`src/rtl/neuron_pkg.sv`:
```
// Shared types and default fixed-point constants for the LIF neuron.
// All constants are unsigned with 8 fractional bits.
package neuron_pkg;

  typedef enum logic [1:0] {
    StIntegrate = 2'd0,
    StFire      = 2'd1,
    StRefract   = 2'd2
  } neuron_state_e;

  localparam int unsigned DefW         = 14;
  localparam int unsigned DefFrac      = 8;
  localparam int unsigned DefWeightE   = 32'h800;  // 8.0
  localparam int unsigned DefWeightI   = 32'h800;  // 8.0
  localparam int unsigned DefDecayE    = 32'h9A;   // 0.6
  localparam int unsigned DefDecayI    = 32'hCD;   // 0.8
  localparam int unsigned DefDecayV    = 32'hE6;   // 0.9
  localparam int unsigned DefThreshold = 32'h1400; // 20.0
  localparam int unsigned DefVReset    = 0;
  localparam int unsigned DefTRef      = 3;

endpackage

```
`src/rtl/decay_accum.sv`:
```
// Conductance register: decays by a fixed-point factor each enabled cycle and
// accumulates weight * popcount(spikes), saturating at the top of the datapath.
module decay_accum #(
  parameter int unsigned Width  = 14,
  parameter int unsigned Frac   = 8,
  parameter int unsigned NumIn  = 8,
  parameter int unsigned Decay  = 32'h9A,
  parameter int unsigned Weight = 32'h800
) (
  input  logic             clk_i,
  input  logic             rst_ni,
  input  logic             en_i,
  input  logic [NumIn-1:0] spikes_i,
  output logic [Width-1:0] g_o
);

  localparam int unsigned PopW = $clog2(NumIn + 1);
  // Wide enough for the full decay product plus the weighted popcount.
  localparam int unsigned SumW = 2 * Width + PopW + 1;

  logic [Width-1:0] g_q, g_d;
  logic [PopW-1:0]  pop;
  logic [SumW-1:0]  decayed, weighted, sum;

  always_comb begin
    pop = '0;
    for (int i = 0; i < int'(NumIn); i++) begin
      pop = pop + PopW'(spikes_i[i]);
    end
    decayed  = (SumW'(g_q) * SumW'(Decay)) >> Frac;
    weighted = SumW'(Weight) * SumW'(pop);
    sum      = decayed + weighted;
    if (sum > {{(SumW - Width){1'b0}}, {Width{1'b1}}}) begin
      g_d = '1;
    end else begin
      g_d = sum[Width-1:0];
    end
  end

  always_ff @(posedge clk_i or negedge rst_ni) begin
    if (!rst_ni) begin
      g_q <= '0;
    end else if (en_i) begin
      g_q <= g_d;
    end
  end

  assign g_o = g_q;

endmodule

```
`src/rtl/param_lif_neuron.sv`:
```
// Parameterised leaky integrate-and-fire neuron with conductance-based
// excitatory/inhibitory inputs, single-cycle fire pulse and refractory period.
module param_lif_neuron
  import neuron_pkg::*;
#(
  parameter int unsigned N_EXC     = 8,
  parameter int unsigned N_INH     = 8,
  parameter int unsigned W         = DefW,
  parameter int unsigned FRAC      = DefFrac,
  parameter int unsigned WEIGHT_E  = DefWeightE,
  parameter int unsigned WEIGHT_I  = DefWeightI,
  parameter int unsigned DECAY_E   = DefDecayE,
  parameter int unsigned DECAY_I   = DefDecayI,
  parameter int unsigned DECAY_V   = DefDecayV,
  parameter int unsigned THRESHOLD = DefThreshold,
  parameter int unsigned V_RESET   = DefVReset,
  parameter int unsigned T_REF     = DefTRef,
  parameter int unsigned CNT_W     = 16
) (
  input  logic             clk,
  input  logic             reset,
  input  logic [N_EXC-1:0] i_excitatory,
  input  logic [N_INH-1:0] i_inhibitory,
  input  logic             i_enable,
  output logic             o_spike,
  output logic             o_refractory,
  output logic [W-1:0]     o_membrane,
  output logic [CNT_W-1:0] o_spike_count
);

  localparam int unsigned VW = 2 * W + 1;

  logic [W-1:0] ge, gi;

  decay_accum #(
    .Width  (W),
    .Frac   (FRAC),
    .NumIn  (N_EXC),
    .Decay  (DECAY_E),
    .Weight (WEIGHT_E)
  ) u_exc_accum (
    .clk_i    (clk),
    .rst_ni   (reset),
    .en_i     (i_enable),
    .spikes_i (i_excitatory),
    .g_o      (ge)
  );

  decay_accum #(
    .Width  (W),
    .Frac   (FRAC),
    .NumIn  (N_INH),
    .Decay  (DECAY_I),
    .Weight (WEIGHT_I)
  ) u_inh_accum (
    .clk_i    (clk),
    .rst_ni   (reset),
    .en_i     (i_enable),
    .spikes_i (i_inhibitory),
    .g_o      (gi)
  );

  neuron_state_e    state_q, state_d;
  logic [W-1:0]     v_q, v_d;
  logic [7:0]       ref_cnt_q, ref_cnt_d;
  logic             spike_q, spike_d;
  logic [CNT_W-1:0] count_q, count_d;

  logic [VW-1:0] v_decay, v_pos, gi_ext, v_diff;
  logic [W-1:0]  v_next;

  // Membrane candidate from registered conductances; negative clamps to zero.
  always_comb begin
    v_decay = (VW'(v_q) * VW'(DECAY_V)) >> FRAC;
    v_pos   = v_decay + VW'(ge);
    gi_ext  = VW'(gi);
    v_diff  = v_pos - gi_ext;
    if (v_pos <= gi_ext) begin
      v_next = '0;
    end else if (v_diff > {{(VW - W){1'b0}}, {W{1'b1}}}) begin
      v_next = '1;
    end else begin
      v_next = v_diff[W-1:0];
    end
  end

  always_comb begin
    state_d   = state_q;
    v_d       = v_q;
    ref_cnt_d = ref_cnt_q;
    spike_d   = spike_q;
    count_d   = count_q;
    if (i_enable) begin
      spike_d = 1'b0;
      unique case (state_q)
        StIntegrate: begin
          if (v_next >= W'(THRESHOLD)) begin
            v_d     = W'(V_RESET);
            spike_d = 1'b1;
            state_d = StFire;
            count_d = count_q + CNT_W'(1);
          end else begin
            v_d = v_next;
          end
        end
        StFire: begin
          v_d = W'(V_RESET);
          if (T_REF == 0) begin
            state_d = StIntegrate;
          end else begin
            state_d   = StRefract;
            ref_cnt_d = 8'(T_REF);
          end
        end
        StRefract: begin
          v_d = W'(V_RESET);
          if (ref_cnt_q <= 8'd1) begin
            state_d   = StIntegrate;
            ref_cnt_d = '0;
          end else begin
            ref_cnt_d = ref_cnt_q - 8'd1;
          end
        end
        default: begin
          state_d = StIntegrate;
        end
      endcase
    end
  end

  always_ff @(posedge clk or negedge reset) begin
    if (!reset) begin
      state_q   <= StIntegrate;
      v_q       <= W'(V_RESET);
      ref_cnt_q <= '0;
      spike_q   <= 1'b0;
      count_q   <= '0;
    end else begin
      state_q   <= state_d;
      v_q       <= v_d;
      ref_cnt_q <= ref_cnt_d;
      spike_q   <= spike_d;
      count_q   <= count_d;
    end
  end

  // spike_q tracks FIRE; gating keeps the pulse silent while the neuron is paused.
  assign o_spike       = spike_q & i_enable;
  assign o_refractory  = (state_q == StRefract);
  assign o_membrane    = v_q;
  assign o_spike_count = count_q;

endmodule

```
`config.mk`:
```
export PLATFORM = sky130hd
export DESIGN_NAME = param_lif_neuron
export DESIGN_NICKNAME = d
export VERILOG_FILES = /design/src/rtl/neuron_pkg.sv /design/src/rtl/decay_accum.sv /design/src/rtl/param_lif_neuron.sv
export SDC_FILE = /design/constraint.sdc
export NUM_CORES = 1
export LEC_CHECK = 0
export ABC_AREA = 1
export CAP_MARGIN = 20
export CORE_ASPECT_RATIO = 1.4
export CORE_UTILIZATION = 45
export DETAILED_ROUTE_END_ITERATION = 16
export GPL_TIMING_DRIVEN = 1
export PLACE_DENSITY = 0.72
export SYNTH_ARGS = -nofsm -noshare
export SYNTH_HDL_FRONTEND = slang
export SYNTH_SLANG_ARGS = --single-unit
```
`constraint.sdc`:
```
create_clock -name clk -period 7.6 [get_ports clk]
set_input_delay 1.14 -clock clk [delete_from_list [all_inputs] [get_ports clk]]
set_output_delay 1.14 -clock clk [all_outputs]
set_load 0.005 [all_outputs]
```
# After elaboration in Yosys (flattened, before gate mapping)
# Cells that the tools add are included.
[totals] ff_bits=69 latch_bits=0 mem_bits_rw=0 rom_bits=0 output_inout_bits=32 n_memories=0
[op_classes] add_sub_neg=20 mul=3 n_div=0 magnitude_cmp=6 n_eq_ne=4 shift=0 muxes=13 bitwise=1 reduce_logical=8
[ops] operator="2-to-1 mux 14 bit" n=5
[ops] operator="greater-than comparator 33 x 14 -> 1 bit, second input constant" n=2
[ops] operator="adder 4 x 1 -> 4 bit" n=12
[ops] operator="multiplier 14 x 7 -> 21 bit, second input constant" n=2
[ops] operator="adder 14 x 15 -> 16 bit" n=2
[ops] operator="greater-than comparator 29 x 14 -> 1 bit, second input constant" n=1
[ops] operator="case mux 14 bit (2 select lines)" n=1
[ops] operator="multiplier 14 x 8 -> 22 bit, second input constant" n=1
[ops] operator="adder 16 x 1 -> 16 bit, second input constant" n=1
[ops] operator="case mux 8 bit (2 select lines)" n=1
[ops] operator="subtractor 15 x 14 -> 16 bit" n=1
[ops] operator="adder 14 x 14 -> 15 bit" n=1
[ops] operator="<= comparator 15 x 14 -> 1 bit" n=1
[ops] operator=">= comparator 14 x 13 -> 1 bit, second input constant" n=1
[ops] operator="<= comparator 8 x 1 -> 1 bit, second input constant" n=1
[ops] operator="2-to-1 mux 8 bit" n=1
[ops] operator="subtractor 8 x 1 -> 8 bit, second input constant" n=1
[ops] operator="case mux 2 bit (3 select lines)" n=1
[ops] operator="AND reduction 3 bit" n=2
[ops] operator="adder 1 x 1 -> 2 bit" n=2
[ops] operator="2-to-1 mux 2 bit" n=2
[ops] operator="AND reduction 2 bit" n=2
[ops] operator="nonzero test 2 bit" n=2
[ops] operator="equality test 2 x 1 -> 1 bit, second input constant" n=1
[ops] operator="other kinds (7)" n=8

# Longest topological paths before layout
[logic_depth] ltp_word=10 ltp_mapped=46 ltp_nobuf=45

# Modules after synthesis
# Synthesis repeated with hierarchy kept, for this count alone.
[unflattened] hier_cells=1591 area_unflattened_um2=11792.6
[modules_own_cells] mod="param_lif_neuron" n_inst=1 cells_each=751 area_each_um2=5655.4 seq_area_each_um2=1026.0
[modules_own_cells] mod="decay_accum at u_inh_accum" n_inst=1 cells_each=445 area_each_um2=3320.7 seq_area_each_um2=350.3
[modules_own_cells] mod="decay_accum at u_exc_accum" n_inst=1 cells_each=395 area_each_um2=2816.5 seq_area_each_um2=350.3

# Worst setup path before layout
# No wires, ideal clock.
[synth_timing] kind="register -> register" start="register v_q[1] (netlist: o_membrane[1])" end="register count_q[5] (netlist: o_spike_count[5])" setup_ns=0.121 t_arrival_ns=6.639 required_ns=7.479 setup_slack_ns=0.839 stages_incl_launch_ff=43 path_buffers=1 path_cell_list="dfrtp_1 > inv_1 > fa_1 > inv_1 > fa_1 > ha_1 > inv_1 > fa_1 > inv_1 > ha_1 > a21oi_1 > o21ai_0 > a21o_1 > a21oi_1 > xor2_1 > inv_1 > ha_1 > a21oi_1 > (+7 left out) > xor2_1 > inv_1 > ha_1 > a21o_1 > o21bai_1 > nand2_1 > nand3_2 > nand2_2 > nand2_4 > nand2_4 > inv_6 > nand2_4 > inv_2 > nand2_4 > nand3_4 > buf_6 > nand2_2 > o21ai_2"
[synth_between] elab_chain_cells=8
[synth_rtl] item="start: declaration" line="param_lif_neuron.sv:64" text="logic [W-1:0] v_q, v_d;"
[synth_rtl] item="start signal: assignment" line="param_lif_neuron.sv:134" text="v_q <= W'(V_RESET);"
[synth_rtl] item="start signal: assignment" line="param_lif_neuron.sv:140" text="v_q <= v_d;"
[synth_rtl] item="multiplier 14 x 7 -> 21 bit (*)" line="param_lif_neuron.sv:74" text="v_decay = (VW'(v_q) * VW'(DECAY_V)) >> FRAC;"
[synth_rtl] item="adder 14 x 14 -> 15 bit (*)" line="param_lif_neuron.sv:75" text="v_pos = v_decay + VW'(ge);"
[synth_rtl] item="subtractor 15 x 14 -> 16 bit" line="param_lif_neuron.sv:77" text="v_diff = v_pos - gi_ext;"
[synth_rtl] item="greater-than comparator 29 x 14 -> 1 bit" line="param_lif_neuron.sv:80" text="end else if (v_diff > {{(VW - W){1'b0}}, {W{1'b1}}}) begin"
[synth_rtl] item="2-to-1 mux 14 bit" line="param_lif_neuron.sv:80"
[synth_rtl] item="2-to-1 mux 14 bit (*)" line="param_lif_neuron.sv:78" text="if (v_pos <= gi_ext) begin"
[synth_rtl] item=">= comparator 14 x 13 -> 1 bit (*)" line="param_lif_neuron.sv:97" text="if (v_next >= W'(THRESHOLD)) begin"
[synth_rtl] item="AND reduction 3 bit (no source line) (*)"
[synth_rtl] item="end signal: assignment" line="param_lif_neuron.sv:143" text="count_q <= count_d;"
[synth_rtl] item="end: declaration" line="param_lif_neuron.sv:67" text="logic [CNT_W-1:0] count_q, count_d;"
# Mark *: on every way between the ends. The rest lies on a longest branch, timed or not.
# A chain may end at the register's enable or synchronous reset.

# Worst setup path in the final report
[layout_timing] start="register v_q[5] (netlist: o_membrane[5])" end="register count_q[0] (netlist: o_spike_count[0])"
# Same word-level chain as after synthesis.

==> results.cfg <==
[grt]
grt_max_degree = 70
grt_pass1_vias = 9453
grt_pass1_wl_um = 42700
overflow = 0
grtUsageTotal_pct = 20.9
grt_antenna_before_repair = 0

[setup_path]
crit_start = o_membrane[5]
startpoint_type = flop
cp-end-kind = flop
critPathMaxFanout = 16
timing.critical_path.required_ns = 7.83
cpMaxStageDelayCell = fa_1
slowest_delay_ns = 0.50
worstSetupPathType = reg2reg
arrival_ns = 7.45
r2r-start = o_membrane[5]

[sta]
whs_ns = 0.467
fin_skew_ns = 0.00796
min_period_ns = 7.22
slew_headroom_pct = 37.7
maxSlewViolCount = 0
fmax_ghz = 0.139
finalCritPeriodShare_pct = 95.0
setup_viol = 0
hold_viol = 0
worst_slew_pin_slew_ns = 0.935

[route]
vias = 8986
top_layer = met4
final_antenna_net_count = 0
route.met3.wl_um = 624
drc = 0
wl_um = 24900
drt-met1-wl_um = 10100
dr_wl_met2_um = 13400
drtIter0Drc = 369
vias_per_cell = 5.10
wire_per_inst_um = 14.1
drtPass1Iterations = 5

[yosys]
ys_types = 51
syn-num-nets = 1709
async_flop_share_pct = 100
synthAdderAreaFrac_pct = 39.9
synth_ff_type = dfrtp_1
muxShareOfSynthArea_pct = 0
synth_area_per_cell_um2 = 8.01
synth-xor-area-share_pct = 5.83
synth_edf_count = 0
syn_inst = 1389
yosys.area_share.simple_pct = 15.4
synth_compound_area_share_pct = 11.0
netlist_area_um2 = 11100
synth_top_family_by_area = adder cells
ys_ff_latch = 69
yosysWarnings = 0
seq_area_frac_synth_pct = 15.5

[final_layout]
mostFrequentLayoutCell = inv_1
diodes = 0
drive_gt1_share_pct = 7.30
num-fill-cells = 2278
final_area_um2 = 12500
nNetsFinal = 1767
final_cell_mix = inv_1, ha_1, nand2_1
area_growth_pct = 12.0

[placement]
place.port_buffers = 50
place_area_um2 = 12000
hpwl_um = 20700
gp_congestion = 0.911

[floorplanning]
core_region_area_um2 = 24100
die_w_um = 135
rows = 67
dieArea_um2 = 25400
dieHeight_um = 188
boundaryPins = 51
start_util_pct = 46.1

[clocking]
hold_buffers = 0
ctsLongestPathBuffers = 2
numCtsBuffers = 9
cts_tree = built
cts-root-buf = clkbuf_16
h-tree-depth = 3
insertion_delay_ns = 0.34
numClockSinks = 69
clk_pin_slew_ns = 0.06

[run_status]
status = completed

[flow_run]
maxCapViolCount = 0

[min_path]
hold_class = reg2reg
hold_start = ref_cnt_q[7]
## worst max-delay path: cells and delay by family (launching register included)
kind / cells / cell delay, ns
AOI/OAI and AO/OA: 7 / 1.22
xor gates and xnor gates: 2 / 0.30
adders and majority gates: 7 / 2.69
buffers and inverters: 7 / 0.67
DFF: 1 / 0.44
and+or+nand+nor: 17 / 1.75
## cell usage after synthesis (16+ instances only)
cell	n	area (um^2)
dfrtp_1	69	1730
ha_1	211	2640
xnor2_1	30	263
nand2_2	22	138
nor3_1	16	80.1
nor2_1	70	263
fa_1	90	1800
nand3_1	44	220
o21ai_0	49	245
inv_1	334	1250
xor2_1	44	385
a21oi_1	77	385
nand2_1	201	754
## layout make-up
class | count | area (um^2) | share of cell area [%]
multi-input cells | 965 | 8090 | 64.9
well taps | 310 | 388 | 3.11
inverters | 346 | 1300 | 10.5
repair buffers | 56 | 573 | 4.60
clock buffers | 9 | 225 | 1.81
clock inverters | 7 | 146 | 1.18
flip-flops and latches | 69 | 1730 | 13.9
## through the flow
stage          util [%]  setup WS [ns]  std cells  TNS, ns
4_1_cts            51.2         0.0375       1759        0
5_1_grt            51.6         -0.112       1762    -1.58
6_report           51.6          0.383       1762        0
3_5_place_dp       49.6          0.137       1743        0
2_1_floorplan         -          0.839       1389        0
3_3_place_gp       49.6          0.281       1743        0
## final timing paths
path | to | slack, ns | depth (start not counted)
worst max-delay path | o_spike_count[0] | 0.38 | 40
worst min-delay path | ref_cnt_q[7] | 0.47 | 1
worst max register to register | o_spike_count[0] | 0.38 | 40
worst min register to register | ref_cnt_q[7] | 0.47 | 1
max in group asynchronous | o_membrane[2] | 5.99 | 1
min in group asynchronous | o_spike_count[14] | 0.94 | 1
## repair_timing
action / CTS / global route
endpoints found under the hold margin: 0 / 0
resized for setup: 0 / 20
setup endpoints to repair: 0 / 32
buffers inserted: 0 / 2
## sequential cells by signal, summed over array words and instances, names as in the netlist
name and cells:
o_spike_count 16, o_membrane 14, u_exc_accum.g_o 14, state_q 2, u_inh_accum.g_o 14, spike_q 1
ref_cnt_q 8
## cells by family after synthesis
group                      after synthesis
buffers and inverters                  355
xor gates and xnor gates                74
and+or+nand+nor                        387
adders and majority gates              301
DFF                                     69
AOI/OAI and AO/OA                      203
## routing by layer
metal / track usage [%] / vias up
met5: 0 / -
met4: 8.08 / 0
met3: 2.00 / 60
met2: 39.8 / 175
met1: 23.4 / 4244
li1: - / 4507
Power is not shown: default switching activity piles up to over one toggle a cycle in this logic, so the estimate is an artifact.
